**src/rtl/execution_stage_mdu_pkg.sv**
```systemverilog
// Shared types and helpers for the execute-stage multiply/divide unit.
package execution_stage_mdu_pkg;

  // Widest operand mdu_abs can handle; XLEN must not exceed this.
  localparam int unsigned MDU_ABS_W = 64;

  typedef enum logic [2:0] {
    OP_MUL    = 3'd0,
    OP_MULH   = 3'd1,
    OP_MULHSU = 3'd2,
    OP_MULHU  = 3'd3,
    OP_DIV    = 3'd4,
    OP_DIVU   = 3'd5,
    OP_REM    = 3'd6,
    OP_REMU   = 3'd7
  } mdu_op_e;

  typedef enum logic [2:0] {
    S_IDLE,
    S_MUL,
    S_DIV,
    S_FIX,
    S_DONE
  } mdu_state_e;

  // Magnitude of a two's complement value when neg is set; callers zero-extend and truncate.
  function automatic logic [MDU_ABS_W-1:0] mdu_abs(input logic [MDU_ABS_W-1:0] x, input logic neg);
    return neg ? -x : x;
  endfunction

  function automatic logic op_is_div(input mdu_op_e op);
    return op inside {OP_DIV, OP_DIVU, OP_REM, OP_REMU};
  endfunction

  function automatic logic op_a_signed(input mdu_op_e op);
    return op inside {OP_MULH, OP_MULHSU, OP_DIV, OP_REM};
  endfunction

  function automatic logic op_b_signed(input mdu_op_e op);
    return op inside {OP_MULH, OP_DIV, OP_REM};
  endfunction

endpackage

```
**src/rtl/execution_stage_mdu_if.sv**
```systemverilog
// Request/response bus between the execute stage and the multiply/divide unit.
interface execution_stage_mdu_if #(
  parameter int unsigned XLEN  = 32,
  parameter int unsigned TAG_W = 5
);
  logic             flush;
  logic             in_valid;
  logic             in_ready;
  logic [2:0]       op;
  logic [XLEN-1:0]  operand_a;
  logic [XLEN-1:0]  operand_b;
  logic [TAG_W-1:0] tag_in;
  logic             out_valid;
  logic             out_ready;
  logic [XLEN-1:0]  result;
  logic [TAG_W-1:0] tag_out;
  logic             zero_flag;
  logic             overflow_flag;
  logic             div_zero_flag;
  logic             busy;

  modport master (
    output flush, in_valid, op, operand_a, operand_b, tag_in, out_ready,
    input  in_ready, out_valid, result, tag_out, zero_flag, overflow_flag, div_zero_flag, busy
  );

  modport slave (
    input  flush, in_valid, op, operand_a, operand_b, tag_in, out_ready,
    output in_ready, out_valid, result, tag_out, zero_flag, overflow_flag, div_zero_flag, busy
  );
endinterface

```
**src/rtl/execution_stage_mdu_divider_core.sv**
```systemverilog
// Restoring divider on unsigned magnitudes: one quotient bit per cycle for XLEN cycles.
// done_o is high during the final iteration cycle; results are valid from the next cycle.
module mdu_divider_core #(
  parameter int unsigned XLEN = 32
) (
  input  logic            clk,
  input  logic            rst,
  input  logic            start_i,
  input  logic            kill_i,
  input  logic [XLEN-1:0] dividend_i,
  input  logic [XLEN-1:0] divisor_i,
  output logic            done_o,
  output logic [XLEN-1:0] quotient_o,
  output logic [XLEN-1:0] remainder_o
);
  localparam int unsigned      CNT_W    = $clog2(XLEN) + 1;
  localparam logic [CNT_W-1:0] CNT_LAST = CNT_W'(XLEN - 1);

  logic             run_q;
  logic [CNT_W-1:0] cnt_q;
  logic [XLEN-1:0]  quo_q, rem_q, dvs_q;
  logic [XLEN:0]    trial;

  // Shifted partial remainder minus divisor; MSB set means the subtraction is rejected.
  assign trial       = {rem_q, quo_q[XLEN-1]} - {1'b0, dvs_q};
  assign done_o      = run_q && (cnt_q == CNT_LAST);
  assign quotient_o  = quo_q;
  assign remainder_o = rem_q;

  // Load on start, then shift in one quotient bit per cycle until the terminal count.
  always_ff @(posedge clk) begin
    if (rst) begin
      run_q <= 1'b0;
      cnt_q <= '0;
      quo_q <= '0;
      rem_q <= '0;
      dvs_q <= '0;
    end else if (kill_i) begin
      run_q <= 1'b0;
      cnt_q <= '0;
    end else if (start_i) begin
      run_q <= 1'b1;
      cnt_q <= '0;
      quo_q <= dividend_i;
      rem_q <= '0;
      dvs_q <= divisor_i;
    end else if (run_q) begin
      if (!trial[XLEN]) begin
        rem_q <= trial[XLEN-1:0];
        quo_q <= {quo_q[XLEN-2:0], 1'b1};
      end else begin
        rem_q <= {rem_q[XLEN-2:0], quo_q[XLEN-1]};
        quo_q <= {quo_q[XLEN-2:0], 1'b0};
      end
      if (cnt_q == CNT_LAST) begin
        run_q <= 1'b0;
        cnt_q <= '0;
      end else begin
        cnt_q <= cnt_q + CNT_W'(1);
      end
    end
  end
endmodule

```
**src/rtl/execution_stage_mdu.sv**
```systemverilog
// Multi-cycle RV32M-style multiply/divide unit for the execute stage.
// Optional MDU_FAST_MUL_EN: single-cycle combinational multiply (IDLE->FIX->DONE).
module execution_stage_mdu
  import execution_stage_mdu_pkg::*;
#(
  parameter int unsigned XLEN  = 32,
  parameter int unsigned TAG_W = 5
) (
  input logic                clk,
  input logic                rst,
  execution_stage_mdu_if.slave bus
);
  localparam logic [XLEN-1:0] MIN_VAL = {1'b1, {(XLEN-1){1'b0}}};

  mdu_state_e         state_q;
  mdu_op_e            op_q;
  logic [TAG_W-1:0]   tag_q;
  logic [2*XLEN-1:0]  acc_q;
  logic               qneg_q, rneg_q;
  logic               in_ready_q, busy_q, out_valid_q;
  logic               zero_q, ovf_q, dz_q;
  logic [XLEN-1:0]    result_q;

  mdu_op_e            op_in;
  logic               sa_in, sb_in, dz_in, ov_in, accept;
  logic [XLEN-1:0]    abs_a, abs_b, spec_res, fix_res, quo_fix, rem_fix;
  logic [2*XLEN-1:0]  prod;
  logic               div_done;
  logic [XLEN-1:0]    div_quo, div_rem;

  assign op_in  = mdu_op_e'(bus.op);
  assign sa_in  = op_a_signed(op_in) && bus.operand_a[XLEN-1];
  assign sb_in  = op_b_signed(op_in) && bus.operand_b[XLEN-1];
  assign abs_a  = XLEN'(mdu_abs(MDU_ABS_W'(bus.operand_a), sa_in));
  assign abs_b  = XLEN'(mdu_abs(MDU_ABS_W'(bus.operand_b), sb_in));
  assign dz_in  = op_is_div(op_in) && (bus.operand_b == '0);
  assign ov_in  = (op_in == OP_DIV || op_in == OP_REM) &&
                  (bus.operand_a == MIN_VAL) && (bus.operand_b == '1);
  assign accept = bus.in_valid && in_ready_q && !bus.flush;

  mdu_divider_core #(.XLEN(XLEN)) u_div (
    .clk         (clk),
    .rst         (rst),
    .start_i     (accept && op_is_div(op_in) && !dz_in && !ov_in),
    .kill_i      (bus.flush),
    .dividend_i  (abs_a),
    .divisor_i   (abs_b),
    .done_o      (div_done),
    .quotient_o  (div_quo),
    .remainder_o (div_rem)
  );

`ifndef MDU_FAST_MUL_EN
  localparam int unsigned      CNT_W    = $clog2(XLEN) + 1;
  localparam logic [CNT_W-1:0] CNT_LAST = CNT_W'(XLEN - 1);
  logic [CNT_W-1:0] cnt_q;
  logic [XLEN-1:0]  mcand_q;
  logic [XLEN:0]    mul_sum;
  // acc_q holds {partial product, remaining multiplier bits}; add then shift right.
  assign mul_sum = {1'b0, acc_q[2*XLEN-1:XLEN]} + (acc_q[0] ? {1'b0, mcand_q} : '0);
`endif

  assign prod    = qneg_q ? -acc_q : acc_q;
  assign quo_fix = qneg_q ? -div_quo : div_quo;
  assign rem_fix = rneg_q ? -div_rem : div_rem;

  // Result for divide-by-zero and signed overflow, known at accept time.
  always_comb begin
    spec_res = '0;
    if (dz_in)      spec_res = (op_in == OP_DIV || op_in == OP_DIVU) ? '1 : bus.operand_a;
    else if (ov_in) spec_res = (op_in == OP_DIV) ? MIN_VAL : '0;
  end

  // Sign-corrected half/quotient/remainder selection used in FIX.
  always_comb begin
    fix_res = '0;
    case (op_q)
      OP_MUL:                       fix_res = prod[XLEN-1:0];
      OP_MULH, OP_MULHSU, OP_MULHU: fix_res = prod[2*XLEN-1:XLEN];
      OP_DIV, OP_DIVU:              fix_res = quo_fix;
      default:                      fix_res = rem_fix;
    endcase
  end

  // Control FSM with registered handshake, result and flag outputs.
  always_ff @(posedge clk) begin
    if (rst) begin
      state_q     <= S_IDLE;
      op_q        <= OP_MUL;
      tag_q       <= '0;
      acc_q       <= '0;
      qneg_q      <= 1'b0;
      rneg_q      <= 1'b0;
      in_ready_q  <= 1'b1;
      busy_q      <= 1'b0;
      out_valid_q <= 1'b0;
      zero_q      <= 1'b0;
      ovf_q       <= 1'b0;
      dz_q        <= 1'b0;
      result_q    <= '0;
`ifndef MDU_FAST_MUL_EN
      cnt_q       <= '0;
      mcand_q     <= '0;
`endif
    end else if (bus.flush) begin
      state_q     <= S_IDLE;
      in_ready_q  <= 1'b1;
      busy_q      <= 1'b0;
      out_valid_q <= 1'b0;
      zero_q      <= 1'b0;
      ovf_q       <= 1'b0;
      dz_q        <= 1'b0;
`ifndef MDU_FAST_MUL_EN
      cnt_q       <= '0;
`endif
    end else begin
      case (state_q)
        S_IDLE: begin
          if (accept) begin
            op_q       <= op_in;
            tag_q      <= bus.tag_in;
            qneg_q     <= sa_in ^ sb_in;
            rneg_q     <= sa_in;
            in_ready_q <= 1'b0;
            busy_q     <= 1'b1;
            if (dz_in || ov_in) begin
              result_q    <= spec_res;
              zero_q      <= (spec_res == '0);
              dz_q        <= dz_in;
              ovf_q       <= ov_in;
              out_valid_q <= 1'b1;
              state_q     <= S_DONE;
            end else if (!op_is_div(op_in)) begin
`ifdef MDU_FAST_MUL_EN
              acc_q   <= (2*XLEN)'(abs_a) * (2*XLEN)'(abs_b);
              state_q <= S_FIX;
`else
              acc_q   <= {{XLEN{1'b0}}, abs_b};
              mcand_q <= abs_a;
              cnt_q   <= '0;
              state_q <= S_MUL;
`endif
            end else begin
              state_q <= S_DIV;
            end
          end
        end
`ifndef MDU_FAST_MUL_EN
        S_MUL: begin
          acc_q <= {mul_sum, acc_q[XLEN-1:1]};
          if (cnt_q == CNT_LAST) begin
            cnt_q   <= '0;
            state_q <= S_FIX;
          end else begin
            cnt_q <= cnt_q + CNT_W'(1);
          end
        end
`endif
        S_DIV: if (div_done) state_q <= S_FIX;
        S_FIX: begin
          result_q    <= fix_res;
          zero_q      <= (fix_res == '0);
          out_valid_q <= 1'b1;
          state_q     <= S_DONE;
        end
        S_DONE: begin
          if (bus.out_ready) begin
            out_valid_q <= 1'b0;
            zero_q      <= 1'b0;
            ovf_q       <= 1'b0;
            dz_q        <= 1'b0;
            in_ready_q  <= 1'b1;
            busy_q      <= 1'b0;
            state_q     <= S_IDLE;
          end
        end
        default: state_q <= S_IDLE;
      endcase
    end
  end

  assign bus.in_ready      = in_ready_q;
  assign bus.busy          = busy_q;
  assign bus.out_valid     = out_valid_q;
  assign bus.result        = result_q;
  assign bus.tag_out       = tag_q;
  assign bus.zero_flag     = zero_q;
  assign bus.overflow_flag = ovf_q;
  assign bus.div_zero_flag = dz_q;
endmodule

```
**src/flat_wrapper.sv**
```systemverilog
// flat-port wrapper written by rule: the top's interface ports become plain ports
module execution_stage_mdu_flat import execution_stage_mdu_pkg::*;
#(
  parameter int unsigned XLEN  = 32,
  parameter int unsigned TAG_W = 5
)
  (clk, rst, bus_flush, bus_in_valid, bus_op, bus_operand_a, bus_operand_b, bus_tag_in, bus_out_ready, bus_in_ready, bus_out_valid, bus_result, bus_tag_out, bus_zero_flag, bus_overflow_flag, bus_div_zero_flag, bus_busy);
  execution_stage_mdu_if #(.XLEN(XLEN), .TAG_W(TAG_W)) bus_i ();
  input logic clk;
  input logic rst;
  input wire logic [$bits(bus_i.flush)-1:0] bus_flush;
  input wire logic [$bits(bus_i.in_valid)-1:0] bus_in_valid;
  input wire logic [$bits(bus_i.op)-1:0] bus_op;
  input wire logic [$bits(bus_i.operand_a)-1:0] bus_operand_a;
  input wire logic [$bits(bus_i.operand_b)-1:0] bus_operand_b;
  input wire logic [$bits(bus_i.tag_in)-1:0] bus_tag_in;
  input wire logic [$bits(bus_i.out_ready)-1:0] bus_out_ready;
  output wire logic [$bits(bus_i.in_ready)-1:0] bus_in_ready;
  output wire logic [$bits(bus_i.out_valid)-1:0] bus_out_valid;
  output wire logic [$bits(bus_i.result)-1:0] bus_result;
  output wire logic [$bits(bus_i.tag_out)-1:0] bus_tag_out;
  output wire logic [$bits(bus_i.zero_flag)-1:0] bus_zero_flag;
  output wire logic [$bits(bus_i.overflow_flag)-1:0] bus_overflow_flag;
  output wire logic [$bits(bus_i.div_zero_flag)-1:0] bus_div_zero_flag;
  output wire logic [$bits(bus_i.busy)-1:0] bus_busy;
  assign bus_i.flush = bus_flush;
  assign bus_i.in_valid = bus_in_valid;
  assign bus_i.op = bus_op;
  assign bus_i.operand_a = bus_operand_a;
  assign bus_i.operand_b = bus_operand_b;
  assign bus_i.tag_in = bus_tag_in;
  assign bus_i.out_ready = bus_out_ready;
  assign bus_in_ready = bus_i.in_ready;
  assign bus_out_valid = bus_i.out_valid;
  assign bus_result = bus_i.result;
  assign bus_tag_out = bus_i.tag_out;
  assign bus_zero_flag = bus_i.zero_flag;
  assign bus_overflow_flag = bus_i.overflow_flag;
  assign bus_div_zero_flag = bus_i.div_zero_flag;
  assign bus_busy = bus_i.busy;
  execution_stage_mdu #(.XLEN(XLEN), .TAG_W(TAG_W)) u_core (.clk(clk), .rst(rst), .bus(bus_i));
endmodule
```
**config.mk**
```make
export PLATFORM = sky130hd
export DESIGN_NAME = execution_stage_mdu_flat
export DESIGN_NICKNAME = d
export VERILOG_FILES = /design/src/rtl/execution_stage_mdu_pkg.sv /design/src/rtl/execution_stage_mdu_if.sv /design/src/rtl/execution_stage_mdu_divider_core.sv /design/src/rtl/execution_stage_mdu.sv /design/src/flat_wrapper.sv
export SDC_FILE = /design/constraint.sdc
export NUM_CORES = 1
export LEC_CHECK = 0
export CAP_MARGIN = 5
export CORE_MARGIN = 2
export CORE_UTILIZATION = 35
export CTS_CLUSTER_SIZE = 12
export DETAILED_ROUTE_END_ITERATION = 12
export DONT_BUFFER_PORTS = 1
export MAX_ROUTING_LAYER = met4
export SETUP_SLACK_MARGIN = 0.05
export SLEW_MARGIN = 20
export SYNTH_ARGS = -nofsm -noshare
export SYNTH_HDL_FRONTEND = slang
export SYNTH_SLANG_ARGS = --single-unit
```
**constraint.sdc**
```tcl
create_clock -name clk -period 4.6 [get_ports clk]
set_input_delay 0.92 -clock clk [delete_from_list [all_inputs] [get_ports clk]]
set_output_delay 0.92 -clock clk [all_outputs]
set_load 0.05 [all_outputs]
```
# Yosys cells after proc, flatten, opt, wreduce, memory -nomap -nowiden
# Index checks and enable logic that the tools add are counted.
[totals]
ff_bits = 256
out_inout_bits = 43
word_cells = 162
[classes]
eq_ne = 26
n_reduce_logical = 45
add_sub_neg = 9
bitwise = 4
mux = 58
[ops]
columns = ["cell", "n"]
rows = [
  ["32-bit 2-to-1 mux", 16],
  ["64-bit 2-to-1 mux", 4],
  ["32-bit negator", 4],
  ["64-bit one-hot mux with 2 select lines", 1],
  ["32-bit logical NOT", 3],
  ["32-bit one-hot mux with 3 select lines", 1],
  ["32-bit equality test (second input constant)", 2],
  ["64-bit negator", 1],
  ["32-bit one-hot mux with 2 select lines", 1],
  ["32-bit by 33-bit adder with 33-bit output", 1],
  ["33-bit by 32-bit subtractor with 33-bit output", 1],
  ["6-bit 2-to-1 mux", 5],
  ["3-bit equality test (second input constant)", 7],
  ["4-bit AND reduction", 5],
  ["1-bit 2-to-1 mux", 16],
  ["3-bit by 2-bit equality test with 1-bit output (second input constant)", 5],
  ["3-bit 2-to-1 mux", 5],
  ["3-bit one-hot mux with 5 select lines", 1],
  ["6-bit by 1-bit adder with 6-bit output (second input constant)", 2],
  ["6-bit by 5-bit equality test with 1-bit output (second input constant)", 2],
  ["6-bit one-hot mux with 2 select lines", 1],
  ["1-bit logical AND", 11],
  ["5-bit AND reduction", 2],
  ["3-bit by 1-bit equality test with 1-bit output (second input constant)", 3],
  ["other kinds (17)", 42],
]

# Logic depth before layout (Yosys ltp)
[depth]
depth_word = 10
depth_mapped = 17
ltp_nobuf = 15

# By module
# From an unflattened synthesis, not the netlist that was laid out.
[hier_totals]
cells_unflattened = 2680
area_unflattened_um2 = 19984.2
[by_module_without_submodules]
columns = ["module", "cells_per_inst", "area_each_um2", "instances"]
rows = [
  ["execution_stage_mdu", 1926, 13818.3, 1],
  ["mdu_divider_core", 754, 6165.9, 1],
]

# Worst setup path after synthesis
# No wires, ideal clock.
[synth_path]
path_type = "register to register"
startpoint = "reg u_core.u_div.quo_q[31], in the netlist u_core.u_div.quotient_o[31]"
endpoint = "reg u_core.u_div.rem_q[18], in the netlist u_core.u_div.remainder_o[18]"
stages_incl_launch_ff = 18
arrival_ns = 4.049
required_time_ns = 4.478
path_slack_ns = 0.430
path_cell_list = "dfxtp_1 -> inv_1 -> ha_1 -> inv_1 -> fa_1 -> a211oi_1 -> o21ai_0 -> nand3_1 -> a211oi_1 -> o41ai_1 -> o211ai_1 -> a31oi_1 -> o21ai_0 -> xor2_1 -> buf_2 -> buf_1 -> nor2_1 -> a221o_1"
[synth_between]
elab_chain_cells = 4
[synth_lines]
columns = ["element", "line_no", "source"]
rows = [
  ["start, declared", "execution_stage_mdu_divider_core.sv:21", "logic [XLEN-1:0] quo_q, rem_q, dvs_q;"],
  ["start signal, assigned", "execution_stage_mdu_divider_core.sv:44", "quo_q <= dividend_i;"],
  ["start signal, assigned", "execution_stage_mdu_divider_core.sv:50", "quo_q <= {quo_q[XLEN-2:0], 1'b1};"],
  ["start signal, assigned", "execution_stage_mdu_divider_core.sv:53", "quo_q <= {quo_q[XLEN-2:0], 1'b0};"],
  ["33-bit by 32-bit subtractor with 33-bit output", "execution_stage_mdu_divider_core.sv:25", "assign trial = {rem_q, quo_q[XLEN-1]} - {1'b0, dvs_q};"],
  ["32-bit 2-to-1 mux", "execution_stage_mdu_divider_core.sv:48", "if (!trial[XLEN]) begin"],
  ["32-bit 2-to-1 mux", "execution_stage_mdu_divider_core.sv:47", "end else if (run_q) begin"],
  ["32-bit 2-to-1 mux", "execution_stage_mdu_divider_core.sv:41", "end else if (start_i) begin"],
  ["end signal, assigned", "execution_stage_mdu_divider_core.sv:49", "rem_q <= trial[XLEN-1:0];"],
  ["end signal, assigned", "execution_stage_mdu_divider_core.sv:52", "rem_q <= {rem_q[XLEN-2:0], quo_q[XLEN-1]};"],
  ["end, declared", "execution_stage_mdu_divider_core.sv:21", ""],
]
# Every way passes these cells. The select of a mux whose other input is x is not followed.
# A chain may end at the register's enable or synchronous reset.

# Worst setup path after layout
[layout_path]
startpoint = "reg u_core.acc_q[2]"
endpoint = "reg u_core.zero_q, in the netlist u_core.bus.zero_flag"
[layout_between]
elab_chain_cells = 5
[layout_lines]
columns = ["element", "line_no", "source"]
rows = [
  ["start, declared", "execution_stage_mdu.sv:18", "logic [2*XLEN-1:0] acc_q;"],
  ["start signal, assigned", "execution_stage_mdu.sv:138", "acc_q <= {{XLEN{1'b0}}, abs_b};"],
  ["start signal, assigned", "execution_stage_mdu.sv:150", "acc_q <= {mul_sum, acc_q[XLEN-1:1]};"],
  ["64-bit negator", "execution_stage_mdu.sv:63", "assign prod = qneg_q ? -acc_q : acc_q;"],
  ["64-bit 2-to-1 mux (*)", "execution_stage_mdu.sv:63", ""],
  ["32-bit one-hot mux with 3 select lines (*)", "execution_stage_mdu.sv:77", "case (op_q)"],
  ["32-bit logical NOT (*)", "execution_stage_mdu.sv:162", "zero_q <= (fix_res == '0);"],
  ["1-bit one-hot mux with 3 select lines (*)", "execution_stage_mdu.sv:117", "case (state_q)"],
  ["end signal, assigned", "execution_stage_mdu.sv:128", "zero_q <= (spec_res == '0);"],
  ["end signal, assigned", "execution_stage_mdu.sv:162", ""],
  ["end, declared", "execution_stage_mdu.sv:21", "logic zero_q, ovf_q, dz_q;"],
]
# Every way passes the cells marked *; elsewhere a longest branch is shown, timed or not.

==> impl_metrics.json <==
{
  "grt_pass1_wl_um": 105000,
  "cp_cell_sequence": "or4_1 > nor4_4 > nand4_1 > nor2_1 > nand3_1 > o41ai_1 > xor2_1 > o211ai_1 > nor4b_1 > nand4_1 > o31ai_1",
  "grt_pass1_vias": 17100,
  "p_total_mw": 6.43,
  "place.gp.congestion": 0.999,
  "clockBufferDepth": 3,
  "worst-r2r-cell-count": 11,
  "die_y_um": 234,
  "rsz0062_at_grt": "no",
  "hold_path.startpoint": "rst",
  "ys_seq_elements": 256,
  "synth_top_area_share": 0.277,
  "worstMarginPinSlew_ps": 1090,
  "yosys.cell_count.top_type": "nor2_1",
  "final.setup.tns_ps": 0,
  "synth_edf_count": 0,
  "setup_slack_ps": 236,
  "timing.rr.start": "u_core.acc_q[2]",
  "fp.coreArea_um2": 52400,
  "r2r_slack_ps": 240,
  "use_met2": 0.397,
  "post-place-ws_ps": 259,
  "synthArstFlopShare": 0,
  "antennaDiodeCount": 0,
  "drtIter0Drc": 1842,
  "slew_headroom": 0.270,
  "finClkSkew_ps": 21.7,
  "crit_required_ps": 5100,
  "viasPerCell": 6.05,
  "met1_usage": 0.336,
  "fin_crit_sh": 0.949,
  "hpwl_um": 53400,
  "cts-hold-fix-buffers": 0,
  "dr.pass1.iters": 6,
  "fin_crit_ps": 4360,
  "antenna_found_initial": 0,
  "area_delta_synth_final_pct": 10.6,
  "n_fill_cell": 5324,
  "use_met3": 0.0364,
  "syn_inst": 2434,
  "maxCapViolCount": 0,
  "ant_nets": 0,
  "vias": 18600,
  "yosysTopAreaCell": "dfxtp_1",
  "utilization": 0.391,
  "finalHoldViolCount": 0,
  "cpPeakStageDelay_ps": 640,
  "synthesis.nets": 2585,
  "hold_depth": 1,
  "cp_common_cell": "nand4_1",
  "wirelength_um": 70200,
  "grt_usage": 0.256,
  "wl_per_cell_um": 22.8,
  "worstSetupPathType": "flop to flop",
  "endpoint_kind": "flop",
  "peakVddDrop_mv": 0.355,
  "finish.net_count": 2513,
  "hold_class": "input pin to flop",
  "io_pins": 120,
  "insertion_delay_ps": 590,
  "netlist-cell-type-count": 83,
  "setup_viol_count_final": 0,
  "drive_above_1_share": 0.0734,
  "cts_tree": "done",
  "cts-buffers-inserted": 30,
  "crit_start": "u_core.acc_q[2]",
  "grt_busiest_layer": "met2",
  "synth_area_um2": 18500,
  "dieArea_um2": 54800,
  "critPathLaunchType": "flop",
  "synth_area_leaders": "dfxtp_1 28%, nor2_1 5.9%, xnor2_1 5.2%, xor2_1 5.1%, nand2_1 4.9%",
  "synthTopCellsByCount": "289 x nor2_1, 256 x dfxtp_1, 242 x nand2_1",
  "cts_num_sinks": 256,
  "pwr_density_cell_nw_per_um2": 314,
  "root_buffer": "clkbuf_16",
  "cp_slowest_cell": "or4_1",
  "ys_warn_count": 0,
  "fmax_ghz": 0.229,
  "ys.flop_type": "dfxtp_1",
  "crit_fanout": 7,
  "cp.arrival_ps": 4870,
  "portBuffers": 0,
  "cts.htree.levels": 1,
  "maxSlewViolCount": 0,
  "run_status": "completed",
  "worstHoldEndpoint": "u_core.bus.tag_out[4]",
  "yosysSeqAreaShare": 0.277,
  "grt_start_max_net_pins": 214,
  "post-route-drc-count": 0,
  "rows": 84,
  "clk_transition_reported_paths_ps": 70,
  "initial_core_util": 0.353,
  "overflow": 0,
  "p_leak_nw": 7.51,
  "dieWidth_um": 234,
  "synth_area_per_cell_um2": 7.61,
  "r2r-end": "u_core.bus.zero_flag",
  "hold_ws_ps": 403
}
## kinds of logic (layout without fill, tap and decap cells)
family / after synthesis / count (layout) / share of synthesized area
xor+xnor: 217 / 217 / 0.103
flops: 256 / 256 / 0.277
simple gates: 881 / 881 / 0.231
buf+inv: 245 / 196 / 0.0506
mux: 39 / 39 / 0.0211
compound gates: 722 / 722 / 0.268
fa+ha+maj: 74 / 74 / 0.0508
## worst max-delay path by stage
stage          slack, ps                           end
5_1_grt               60          u_core.bus.zero_flag
6_report             240          u_core.bus.zero_flag
3_3_place_gp         340          u_core.bus.zero_flag
4_1_cts              220  u_core.u_div.remainder_o[18]
3_5_place_dp         260  u_core.u_div.remainder_o[18]
2_1_floorplan        430  u_core.u_div.remainder_o[18]
## report_power, final
group	internal (mW)	total [mW]	switching, mW
clock	1.64	2.66	1.02
combinational	0.470	1.30	0.835
sequential	2.30	2.46	0.163
## critical path: cells and delay by family, from the launching register on
family                    cells  cell delay (ps)
and+or+nand+nor               7             2480
AOI/OAI and AO/OA             3              990
DFF                           1              380
xor gates and xnor gates      1              420
## routing by layer
layer,up-vias,routed length (um)
li1,8766,-
met1,8983,30900
met2,719,31300
met3,131,5300
met4,0,2720
met5,-,0
## placed cells by master (no fill, tap or decap), types with 27 or more instances in the layout
cell       netlist  layout
ha_1            72      72
o21ai_0        131     131
a21oi_1        131     131
and3_1          38      38
dfxtp_1        256     255
inv_1           74      74
nor2_1         289     286
a22oi_1         35      35
xnor2_1        109     109
buf_4            0      63
and2_1          39      39
a211oi_1       107     106
nand2_1        242     242
clkbuf_16        0      31
mux2i_1         38      38
o211ai_1        53      53
xor2_1         108     107
o31ai_1         47      47
o41ai_1         31      30
nor3_1          39      38
or4_1           27      27
## repair_timing
| item | CTS | global route |
|---|---|---|
| setup endpoints to repair | 0 | 29 |
| gates resized for setup | 0 | 5 |
| buffers inserted | 0 | 0 |
## per-stage QoR
stage	instance area, um^2	std cells
2_1_floorplan	18500	2434
3_3_place_gp	19400	3018
3_5_place_dp	19400	3018
4_1_cts	20500	3073
5_1_grt	20500	3073
6_report	20500	3073
## registers in the layout, indices dropped and copies added (netlist names), 3 cells and up
signal / cells
u_core.acc_q: 64
u_core.bus.result: 32
u_core.bus.tag_out: 5
u_core.cnt_q: 6
u_core.mcand_q: 32
u_core.op_q: 3
u_core.state_q: 3
u_core.u_div.cnt_q: 6
u_core.u_div.dvs_q: 32
u_core.u_div.quotient_o: 32
u_core.u_div.remainder_o: 32
## cell type report
cell class	count	area [um^2]	area share
clock buffers	40	860	0.0420
clock inverters	15	229	0.0112
inverters	74	278	0.0136
multi-input cells	1933	12600	0.614
flip-flops and latches	256	5130	0.250
well taps	688	861	0.0420
repair buffers	67	553	0.0270
Power figures use the tool's default switching activity.
